`src/rtl/hazard_scoreboard_if.sv`:
```
// D-stage hazard interface: the decoded D-stage instruction fields and
// the stall / forward-select results returned to the pipeline.
// d_valid qualifies every other D field; there is no ready, and the unit
// answers combinationally in the same cycle the fields are presented.
interface hazard_scoreboard_if #(
  parameter int ADDR_W = 5,
  parameter int STAGES = 3,
  parameter int T_W    = 2
);
  localparam int FW_W = $clog2(STAGES + 1);

  logic              d_valid;
  logic [ADDR_W-1:0] d_a1;
  logic [ADDR_W-1:0] d_a2;
  logic [T_W-1:0]    d_tuse1;
  logic [T_W-1:0]    d_tuse2;
  logic [ADDR_W-1:0] d_a3;
  logic [T_W-1:0]    d_tnew;
  logic              flush;
  logic              stall;
  logic [FW_W-1:0]   d_fwd1_sel;
  logic [FW_W-1:0]   d_fwd2_sel;
  logic [FW_W-1:0]   e_fwd1_sel;
  logic [FW_W-1:0]   e_fwd2_sel;

  // Pipeline side: presents the D instruction, consumes the decisions.
  modport master (
    output d_valid, d_a1, d_a2, d_tuse1, d_tuse2, d_a3, d_tnew, flush,
    input  stall, d_fwd1_sel, d_fwd2_sel, e_fwd1_sel, e_fwd2_sel
  );

  // Hazard unit side.
  modport slave (
    input  d_valid, d_a1, d_a2, d_tuse1, d_tuse2, d_a3, d_tnew, flush,
    output stall, d_fwd1_sel, d_fwd2_sel, e_fwd1_sel, e_fwd2_sel
  );
endinterface

```
`src/rtl/hazard_scoreboard.sv`:
```
// Hazard / forwarding unit beside the D stage of the pipelined MIPS core.
// A shift-register scoreboard follows every in-flight writer through the
// stages after D (entry 0 = E, 1 = M, 2 = W). Each entry carries its
// destination and a countdown (tnew) to the cycle its result becomes
// forwardable. The D instruction is checked against the youngest matching
// writer; a writer that is not ready in time stalls D and bubbles E.
// Forward select encoding: 0 = register file, k+1 = scoreboard entry k.
module hazard_scoreboard #(
  parameter int ADDR_W = 5,
  parameter int STAGES = 3,
  parameter int T_W    = 2
) (
  input  logic                 clk,
  input  logic                 reset,
  hazard_scoreboard_if.slave   hz
);

  localparam int FW_W = $clog2(STAGES + 1);

  // Scoreboard entries.
  logic [STAGES-1:0] r_valid;
  logic [ADDR_W-1:0] r_a3   [STAGES];
  logic [T_W-1:0]    r_tnew [STAGES];
  // Source addresses of the instruction currently in E (entry 0 only).
  logic [ADDR_W-1:0] r_src1;
  logic [ADDR_W-1:0] r_src2;

  // Youngest-match results for the D-stage reads.
  logic              w_d_hit1;
  logic [FW_W-1:0]   w_d_idx1;
  logic [T_W-1:0]    w_d_tn1;
  logic              w_d_hit2;
  logic [FW_W-1:0]   w_d_idx2;
  logic [T_W-1:0]    w_d_tn2;

  // Youngest-match results for the E-stage reads.
  logic              w_e_hit1;
  logic [FW_W-1:0]   w_e_idx1;
  logic [T_W-1:0]    w_e_tn1;
  logic              w_e_hit2;
  logic [FW_W-1:0]   w_e_idx2;
  logic [T_W-1:0]    w_e_tn2;

  logic              w_d_rd1;
  logic              w_d_rd2;
  logic              w_stall1;
  logic              w_stall2;
  logic              w_stall;
  logic [FW_W-1:0]   w_d_sel1;
  logic [FW_W-1:0]   w_d_sel2;
  logic [FW_W-1:0]   w_e_sel1;
  logic [FW_W-1:0]   w_e_sel2;

  // Youngest live writer for each D source: scan oldest to youngest so the
  // lowest matching index is the one that survives.
  always_comb begin
    w_d_hit1 = 1'b0;
    w_d_idx1 = '0;
    w_d_tn1  = '0;
    w_d_hit2 = 1'b0;
    w_d_idx2 = '0;
    w_d_tn2  = '0;
    for (int k = STAGES - 1; k >= 0; k--) begin
      if (r_valid[k] && (r_a3[k] == hz.d_a1) && (hz.d_a1 != '0)) begin
        w_d_hit1 = 1'b1;
        w_d_idx1 = FW_W'(k);
        w_d_tn1  = r_tnew[k];
      end
      if (r_valid[k] && (r_a3[k] == hz.d_a2) && (hz.d_a2 != '0)) begin
        w_d_hit2 = 1'b1;
        w_d_idx2 = FW_W'(k);
        w_d_tn2  = r_tnew[k];
      end
    end
  end

  // Youngest live writer for each E source, searched behind E only.
  always_comb begin
    w_e_hit1 = 1'b0;
    w_e_idx1 = '0;
    w_e_tn1  = '0;
    w_e_hit2 = 1'b0;
    w_e_idx2 = '0;
    w_e_tn2  = '0;
    for (int k = STAGES - 1; k >= 1; k--) begin
      if (r_valid[k] && (r_a3[k] == r_src1) && (r_src1 != '0)) begin
        w_e_hit1 = 1'b1;
        w_e_idx1 = FW_W'(k);
        w_e_tn1  = r_tnew[k];
      end
      if (r_valid[k] && (r_a3[k] == r_src2) && (r_src2 != '0)) begin
        w_e_hit2 = 1'b1;
        w_e_idx2 = FW_W'(k);
        w_e_tn2  = r_tnew[k];
      end
    end
  end

  // Stall and forward decisions. A younger writer that is not ready hides
  // any older ready one, so a stale value is never forwarded.
  always_comb begin
    w_d_rd1  = hz.d_valid && (hz.d_a1 != '0);
    w_d_rd2  = hz.d_valid && (hz.d_a2 != '0);
    w_stall1 = w_d_rd1 && w_d_hit1 && (w_d_tn1 > hz.d_tuse1);
    w_stall2 = w_d_rd2 && w_d_hit2 && (w_d_tn2 > hz.d_tuse2);
    w_stall  = w_stall1 || w_stall2;
    w_d_sel1 = '0;
    w_d_sel2 = '0;
    w_e_sel1 = '0;
    w_e_sel2 = '0;
    if (w_d_rd1 && w_d_hit1 && (w_d_tn1 == '0)) w_d_sel1 = w_d_idx1 + FW_W'(1);
    if (w_d_rd2 && w_d_hit2 && (w_d_tn2 == '0)) w_d_sel2 = w_d_idx2 + FW_W'(1);
    if (w_e_hit1 && (w_e_tn1 == '0)) w_e_sel1 = w_e_idx1 + FW_W'(1);
    if (w_e_hit2 && (w_e_tn2 == '0)) w_e_sel2 = w_e_idx2 + FW_W'(1);
  end

  assign hz.stall      = w_stall;
  assign hz.d_fwd1_sel = w_d_sel1;
  assign hz.d_fwd2_sel = w_d_sel2;
  assign hz.e_fwd1_sel = w_e_sel1;
  assign hz.e_fwd2_sel = w_e_sel2;

  // Advance the scoreboard: shift older entries down with a saturating
  // tnew countdown, and load E from D (or a bubble while stalled).
  // Flush and reset empty every entry, overriding any pending stall.
  always_ff @(posedge clk) begin
    if (reset || hz.flush) begin
      r_valid <= '0;
      for (int k = 0; k < STAGES; k++) begin
        r_a3[k]   <= '0;
        r_tnew[k] <= '0;
      end
      r_src1 <= '0;
      r_src2 <= '0;
    end else begin
      for (int k = 1; k < STAGES; k++) begin
        r_valid[k] <= r_valid[k-1];
        r_a3[k]    <= r_a3[k-1];
        r_tnew[k]  <= (r_tnew[k-1] == '0) ? '0 : (r_tnew[k-1] - T_W'(1));
      end
      if (w_stall) begin
        r_valid[0] <= 1'b0;
        r_a3[0]    <= '0;
        r_tnew[0]  <= '0;
        r_src1     <= '0;
        r_src2     <= '0;
      end else begin
        r_valid[0] <= hz.d_valid && (hz.d_a3 != '0);
        r_a3[0]    <= hz.d_a3;
        r_tnew[0]  <= hz.d_tnew;
        r_src1     <= hz.d_a1;
        r_src2     <= hz.d_a2;
      end
    end
  end

endmodule

```
`src/flat_wrapper.sv`:
```
// flat-port wrapper written by rule: the top's interface ports become plain ports
module hazard_scoreboard_flat 
#(
  parameter int ADDR_W = 5,
  parameter int STAGES = 3,
  parameter int T_W    = 2
)
  (clk, reset, hz_d_valid, hz_d_a1, hz_d_a2, hz_d_tuse1, hz_d_tuse2, hz_d_a3, hz_d_tnew, hz_flush, hz_stall, hz_d_fwd1_sel, hz_d_fwd2_sel, hz_e_fwd1_sel, hz_e_fwd2_sel);
  hazard_scoreboard_if #(.ADDR_W(ADDR_W), .STAGES(STAGES), .T_W(T_W)) hz_i ();
  input  logic clk;
  input  logic reset;
  input wire logic [$bits(hz_i.d_valid)-1:0] hz_d_valid;
  input wire logic [$bits(hz_i.d_a1)-1:0] hz_d_a1;
  input wire logic [$bits(hz_i.d_a2)-1:0] hz_d_a2;
  input wire logic [$bits(hz_i.d_tuse1)-1:0] hz_d_tuse1;
  input wire logic [$bits(hz_i.d_tuse2)-1:0] hz_d_tuse2;
  input wire logic [$bits(hz_i.d_a3)-1:0] hz_d_a3;
  input wire logic [$bits(hz_i.d_tnew)-1:0] hz_d_tnew;
  input wire logic [$bits(hz_i.flush)-1:0] hz_flush;
  output wire logic [$bits(hz_i.stall)-1:0] hz_stall;
  output wire logic [$bits(hz_i.d_fwd1_sel)-1:0] hz_d_fwd1_sel;
  output wire logic [$bits(hz_i.d_fwd2_sel)-1:0] hz_d_fwd2_sel;
  output wire logic [$bits(hz_i.e_fwd1_sel)-1:0] hz_e_fwd1_sel;
  output wire logic [$bits(hz_i.e_fwd2_sel)-1:0] hz_e_fwd2_sel;
  assign hz_i.d_valid = hz_d_valid;
  assign hz_i.d_a1 = hz_d_a1;
  assign hz_i.d_a2 = hz_d_a2;
  assign hz_i.d_tuse1 = hz_d_tuse1;
  assign hz_i.d_tuse2 = hz_d_tuse2;
  assign hz_i.d_a3 = hz_d_a3;
  assign hz_i.d_tnew = hz_d_tnew;
  assign hz_i.flush = hz_flush;
  assign hz_stall = hz_i.stall;
  assign hz_d_fwd1_sel = hz_i.d_fwd1_sel;
  assign hz_d_fwd2_sel = hz_i.d_fwd2_sel;
  assign hz_e_fwd1_sel = hz_i.e_fwd1_sel;
  assign hz_e_fwd2_sel = hz_i.e_fwd2_sel;
  hazard_scoreboard #(.ADDR_W(ADDR_W), .STAGES(STAGES), .T_W(T_W)) u_core (.clk(clk), .reset(reset), .hz(hz_i));
endmodule
```
`config.mk`:
```
export PLATFORM = sky130hd
export DESIGN_NAME = hazard_scoreboard_flat
export DESIGN_NICKNAME = d
export VERILOG_FILES = /design/src/rtl/hazard_scoreboard_if.sv /design/src/rtl/hazard_scoreboard.sv /design/src/flat_wrapper.sv
export SDC_FILE = /design/constraint.sdc
export NUM_CORES = 1
export LEC_CHECK = 0
export ABC_AREA = 0
export CAP_MARGIN = 15
export CORE_MARGIN = 1.5
export CORE_UTILIZATION = 35
export DETAILED_ROUTE_END_ITERATION = 16
export GPL_TIMING_DRIVEN = 0
export PLACE_DENSITY = 0.67
export SLEW_MARGIN = 10
export SYNTH_ARGS = -nofsm -noshare
export SYNTH_HDL_FRONTEND = slang
export SYNTH_SLANG_ARGS = --single-unit
```
`constraint.sdc`:
```
create_clock -name clk -period 6.75 [get_ports clk]
set_input_delay 1.35 -clock clk [delete_from_list [all_inputs] [get_ports clk]]
set_output_delay 1.35 -clock clk [all_outputs]
set_load 0.005 [all_outputs]
```
==> results of run 1 <==
==> area by class of cell <==
type,count,area [µm²],area share (%)
multi-input cells,192,1370,47.6
flip-flops and latches,34,891,31.0
repair buffers,31,310,10.8
well taps,77,96.3,3.36
clock buffers,7,86.3,3.01
plain buffers,12,70.1,2.44
inverters,12,45.0,1.57
clock inverters,1,5.00,0.174
==> worst min-delay path by stage <==
| stage | start | endpoint | slack, ns |
|---|---|---|---|
| finish | u_core.r_valid[0] | u_core.r_valid[1] | 0.50 |
| global route | u_core.r_valid[0] | u_core.r_valid[1] | 0.52 |
| CTS | u_core.r_valid[0] | u_core.r_valid[1] | 0.50 |
| detailed placement | u_core.r_valid[0] | u_core.r_valid[1] | 0.49 |
| global placement | u_core.r_valid[0] | u_core.r_valid[1] | 0.49 |
| floorplan | u_core.r_valid[0] | u_core.r_valid[1] | 0.45 |
==> power by group <==
| group | leakage [nW] | internal [mW] | switching, mW |
|---|---|---|---|
| clock | 0.0482 | 0.0822 | 0.0728 |
| combinational | 0.728 | 0.0410 | 0.0366 |
| sequential | 0.319 | 0.232 | 0.0114 |
| total | 1.10 | 0.355 | 0.121 |
==> worst max-delay path, cell delays in order <==
cell	delay, ns
clkdlybuf4s50_1	0.55
or4_4	0.62
nor2_8	0.14
nor3_4	0.08
nand3b_1	0.16
a31oi_1	0.31
inv_1	0.08
ha_1	0.28
a211oi_1	0.34
o31ai_4	0.14
o31a_4	0.17
buf_6	0.16
inv_1	0.05
clkdlybuf4s50_1	0.49
==> metrics by stage <==
step / cell area (µm²) / power [mW] / worst slack, ns
4_1_cts: 2870 / 0.480 / 0.488
5_1_grt: 2870 / 0.500 / 0.318
6_report: 2870 / 0.476 / 0.498
3_3_place_gp: 2780 / 0.324 / 0.488
3_5_place_dp: 2780 / 0.325 / 0.511
2_1_floorplan: 2370 / 0.294 / 1.79
==> logic make-up after synthesis <==
logic type,count (synthesis),share of synthesized area (%)
flip-flops,34,38.8
AND/OR/NAND/NOR,96,27.5
XOR/XNOR,48,18.3
AO/OA/AOI/OAI,21,7.03
adder cells (fa/ha/maj),6,3.27
buffers and inverters,24,5.01
other,1,0.163
==> state kept, by name, summed over array words and instances (netlist names) <==
name	cells
u_core.r_src2	5
u_core.r_tnew	6
u_core.r_a3	15
u_core.r_src1	5
u_core.r_valid	3
==> layer usage <==
metal	wire (µm)	up-vias	global-route usage (%)
met5	0	-	0
met4	61	0	5.37
met3	207	5	2.87
met2	2550	44	27.6
met1	2440	860	21.9
li1	-	908	-
==> placed cells by master (no fill, tap or decap), types with 2 or more instances in the layout <==
| cell | instances |
|---|---|
| a21o_1 | 2 |
| nor4_1 | 9 |
| clkbuf_8 | 6 |
| nor2_1 | 7 |
| xor2_1 | 6 |
| inv_1 | 12 |
| a21oi_1 | 5 |
| and2_1 | 12 |
| edfxtp_1 | 21 |
| dfxtp_1 | 13 |
| o21ai_0 | 4 |
| nor3_4 | 2 |
| xnor2_1 | 42 |
| nor2_8 | 2 |
| and3_1 | 8 |
| clkdlybuf4s50_1 | 31 |
| nand4_1 | 8 |
| or4_1 | 2 |
| nor3_1 | 8 |
| nor3_2 | 2 |
| ha_1 | 6 |
| a31oi_1 | 2 |
| and3_2 | 9 |
| or4_4 | 2 |
| nand3b_1 | 4 |
| nand2_1 | 13 |
| clkbuf_1 | 10 |
| nor4b_1 | 2 |
| conb_1 | 21 |
==> metrics, run 1 <==
gr usage total 16.6%; first-pass GRT wire length 9.07 mm; Hold WS roughly 0.50 ns; area share of the largest cell type after synthesis a little over a quarter; top post-synthesis cells by count xnor2_1, edfxtp_1, dfxtp_1, nand2_1; Die W roughly 84 µm; setup slack, reg-to-reg 3.45 ns; Root Driver clkbuf_8; num rows 29; die height 84.0 µm; via count 1,817; Fin. Hold Viols 0; Core ar. 6350 µm²; Yosys warning count 0; Fillers 618; min Tclk post-route 6.25 ns; Reg2Reg Depth 13; leak pwr 1.10 nW; # diodes 0; top-level I/O count 34; Detailed Route WL 5.26 mm; P&R area growth vs syn 24.9%; clk sinks 34; setup TNS 0 ns; full die area 7060 µm²; initial antenna violation count 0; Yosys reg bits 34; Finish-stage setup viols 0; Final period util 92.6%; worst r2r src u_core.r_a3[0][10]; Post-CTS Hold Fix Bufs 0; Initial Util a little over a third; CP Launch Point hz_d_a2[2]; synth unique cells between 40 and 50; wire per inst 14.4 µm; gpl congestion roughly 0.80; Synth area leader edfxtp_1; most common cell in the synthesized netlist xnor2_1; hold depth 1; top cells by area, synth edfxtp_1, xnor2_1, dfxtp_1; H-tree depth 2; Cell Area, Synth 2300 µm²; CTS Buf Count 5; Top FF cell, synth edfxtp_1; worst vdd ir 0.133 mV; outcome complete, no violations; Layout Cells excl Fill 366; largest net degree at the start of global routing 11; sequential share of the synthesized area 38.8%; slew margin rel. approximately two thirds; number of flops mapped to enable cells by yosys 21; Detailed Route Iter0 Violations about 130; Final Util a little under half; Critical Path End Type primary output; PD cells roughly 170 nW/µm²; Port Buf Inserts 31; first-pass detailed-route iteration total 4; min-delay worst type register to register; number of global-route vias before repair 1,872; post-CTS setup repair buffer count 0; Skew-Pair Late Insertion Delay 0.29 ns; number of max-cap violations 0; max-slew violations 0; Reg clk slew, reported paths 0.07 ns; f_max between 150 and 200 MHz; Startpoint Class primary input; FFs w/ async S/R, synth 0%; CP arrival 4.90 ns; Synth Area per Inst 9.99 µm²; CTS Buffer Depth 2; nets 319; Cells after Synth 230; critical path class primary input to primary output; Cells after DPL 358; DP HPWL 4.16 mm; critical path peak fanout 10; total grt overflow 0; DRC 0; RSZ-0062 raised after global routing false; CP endpoint hz_stall; Reg-to-Reg End u_core.r_a3[0][2]; antenna viol nets, final 0; CTS tree done; share of layout cells above drive strength 1 10.7%; Clock Skew 0.00492 ns; post-CTS sizing 0; Vias per Instance 4.96; Worst Tran Pin Value 0.505 ns; CP required 5.40 ns
Note: power is estimated with default switching activity, not from simulation.
==> run 2, diff against run 1 <==
--- a/config.mk
+++ b/config.mk
@@ -9,7 +9,9 @@
 export CAP_MARGIN = 15
 export CORE_MARGIN = 1.5
 export CORE_UTILIZATION = 35
+export CTS_BUF_LIST = sky130_fd_sc_hd__clkbuf_16
 export DETAILED_ROUTE_END_ITERATION = 16
+export GPL_ROUTABILITY_DRIVEN = 0
 export GPL_TIMING_DRIVEN = 0
 export PLACE_DENSITY = 0.67
 export SLEW_MARGIN = 10
==> metrics, run 2 (synthesis gave the netlist of run 1 again) <==
Layout Cells excl Fill 366; antenna viol nets, final 0; CP required 5.40 ns; fin area 2920 µm²; RSZ-0062 raised after global routing false; Multi-input gate area 1370 µm²; Fillers 615; critical path class primary input to primary output; critical path peak fanout 10; met2 usage 27.8%; Clock Skew 0.00442 ns; top-level I/O count 34; Reg area 891 µm²; min Tclk post-route 6.27 ns; largest reg by FF count u_core.r_a3; leak pwr around 1.1 nW; P&R area growth vs syn 27.0%; Fin. Hold Viols 0; CP arrival 4.92 ns; number of global-route vias before repair 1,877; largest net degree at the start of global routing 11; commonest non-fill, non-tap cell in the layout xnor2_1; nets between 300 and 400; num rows 29; wire per inst 14.4 µm; H-tree depth 2; f_max 160 MHz; die height 84.0 µm; setup slack, reg-to-reg 3.44 ns; via count 1,804; first-pass detailed-route iteration total 4; Startpoint Class primary input; Core ar. about 6300 µm²; post-CTS sizing 0; post-CTS setup repair buffer count 0; Cells after DPL 358; Die W roughly 84 µm; biggest registers after layout u_core.r_a3: 15 flops, u_core.r_tnew: 6 flops; Root Driver clkbuf_16; full die area 7060 µm²; gr usage total 16.4%; Initial Util 36.2%; CTS tree done; max-slew violations 0; Post-CTS Hold Fix Bufs 0; CP Launch Point hz_d_a2[2]; Port Buf Inserts 31; number of max-cap violations 0; Finish-stage setup viols 0; Top Usage Layer GRT met2; outcome complete, no violations; Reg clk slew, reported paths 0.05 ns; Detailed Route WL 5.28 mm; max reg flops 15; Critical Path Max Stage Delay approximately 0.62 ns; Critical Path End Type primary output; slowest CP cell or4_4; Worst Tran Pin Value 0.505 ns; CTS Buf Count 5; # diodes 0; Skew-Pair Late Insertion Delay 0.28 ns; slew margin rel. 66.1%; setup TNS 0 ns; CTS Buffer Depth 2; met3 usage 2.87%; DRC 0; clk sinks 34; commonest non-fill, non-tap cells in the layout xnor2_1, clkdlybuf4s50_1, edfxtp_1, conb_1; worst vdd ir 0.149 mV; GR met1 Demand/Resource 22.1%; Final Power 0.534 mW; first-pass GRT wire length roughly 9 mm; Final period util between 90 and 100%; Detailed Route Iter0 Violations 107; worst r2r src u_core.r_a3[0][10]; initial antenna violation count 0; Hold WS 0.497 ns; Placed Area 2780 µm²; crit path cell chain clkdlybuf4s50_1 > or4_4 > nor2_8 > nor3_4 > nand3b_1 > a31oi_1 > inv_1 > ha_1 > a211oi_1 > o31ai_4 > o31a_4 > buf_6 > inv_1 > clkdlybuf4s50_1; PD cells between 150 and 200 nW/µm²; min-delay worst type register to register; share of layout cells above drive strength 1 10.4%; Hold Startpoint u_core.r_valid[0]; DP HPWL 4.16 mm; Vias per Instance 4.93; total grt overflow 0
run 2: changes by cell type in the layout (fill, tap and decap cells not counted):
cell | previous run | this run
inv_1 | 12 | 13
clkbuf_1 | 10 | 9
clkbuf_8 | 6 | 0
clkinv_1 | 0 | 1
clkbuf_16 | 0 | 5
run 2: final cells by class:
| cell class | count | share of cell area [%] |
|---|---|---|
| clock buffers | 5 | 4.29 |
| repair buffers | 31 | 10.6 |
| flip-flops and latches | 34 | 30.5 |
| multi-input cells | 192 | 46.8 |
| plain buffers | 12 | 2.40 |
| well taps | 77 | 3.30 |
| clock inverters | 3 | 0.429 |
| inverters | 12 | 1.54 |
run 2: through the flow:
step / util [%] / setup slack [ns]
3_3_place_gp: 43.8 / 0.488
2_1_floorplan: - / 1.79
3_5_place_dp: 43.8 / 0.511
5_1_grt: 45.9 / 0.318
4_1_cts: 45.9 / 0.488
6_report: 45.9 / 0.484
run 2: power by group:
part / leakage [nW] / internal (mW) / switching, mW / total [mW]
clock: 0.0724 / 0.133 / 0.0795 / 0.213
combinational: 0.728 / 0.0410 / 0.0368 / 0.0778
sequential: 0.319 / 0.232 / 0.0115 / 0.244
run 2: final timing paths:
path,end,cells after the start
min reg2reg,u_core.r_valid[1],1
min,u_core.r_valid[1],1
max reg2reg,u_core.r_a3[0][2],13
max,hz_stall,14
run 2: metal layers:
metal / routed length [µm] / vias to the layer above
li1: - / 907
met1: 2560 / 865
met2: 2560 / 28
met3: 125 / 4
met4: 40 / 0
met5: 0 / -
run 2: worst max-delay path: cells and delay by family:
| kind | cells | cell delay, ns |
|---|---|---|
| buffers and inverters | 5 | 1.34 |
| AND/OR/NAND/NOR | 4 | 1.00 |
| AO/OA/AOI/OAI | 4 | 0.97 |
| adder cells (fa/ha/maj) | 1 | 0.28 |
==> run 3, diff against run 2 <==
--- a/config.mk
+++ b/config.mk
@@ -10,6 +10,7 @@
 export CORE_MARGIN = 1.5
 export CORE_UTILIZATION = 35
 export CTS_BUF_LIST = sky130_fd_sc_hd__clkbuf_16
+export CTS_CLUSTER_SIZE = 12
 export DETAILED_ROUTE_END_ITERATION = 16
 export GPL_ROUTABILITY_DRIVEN = 0
 export GPL_TIMING_DRIVEN = 0
==> results of run 3 <==
Same layout as run 2: the final DEF is identical, and so are final timing and power.
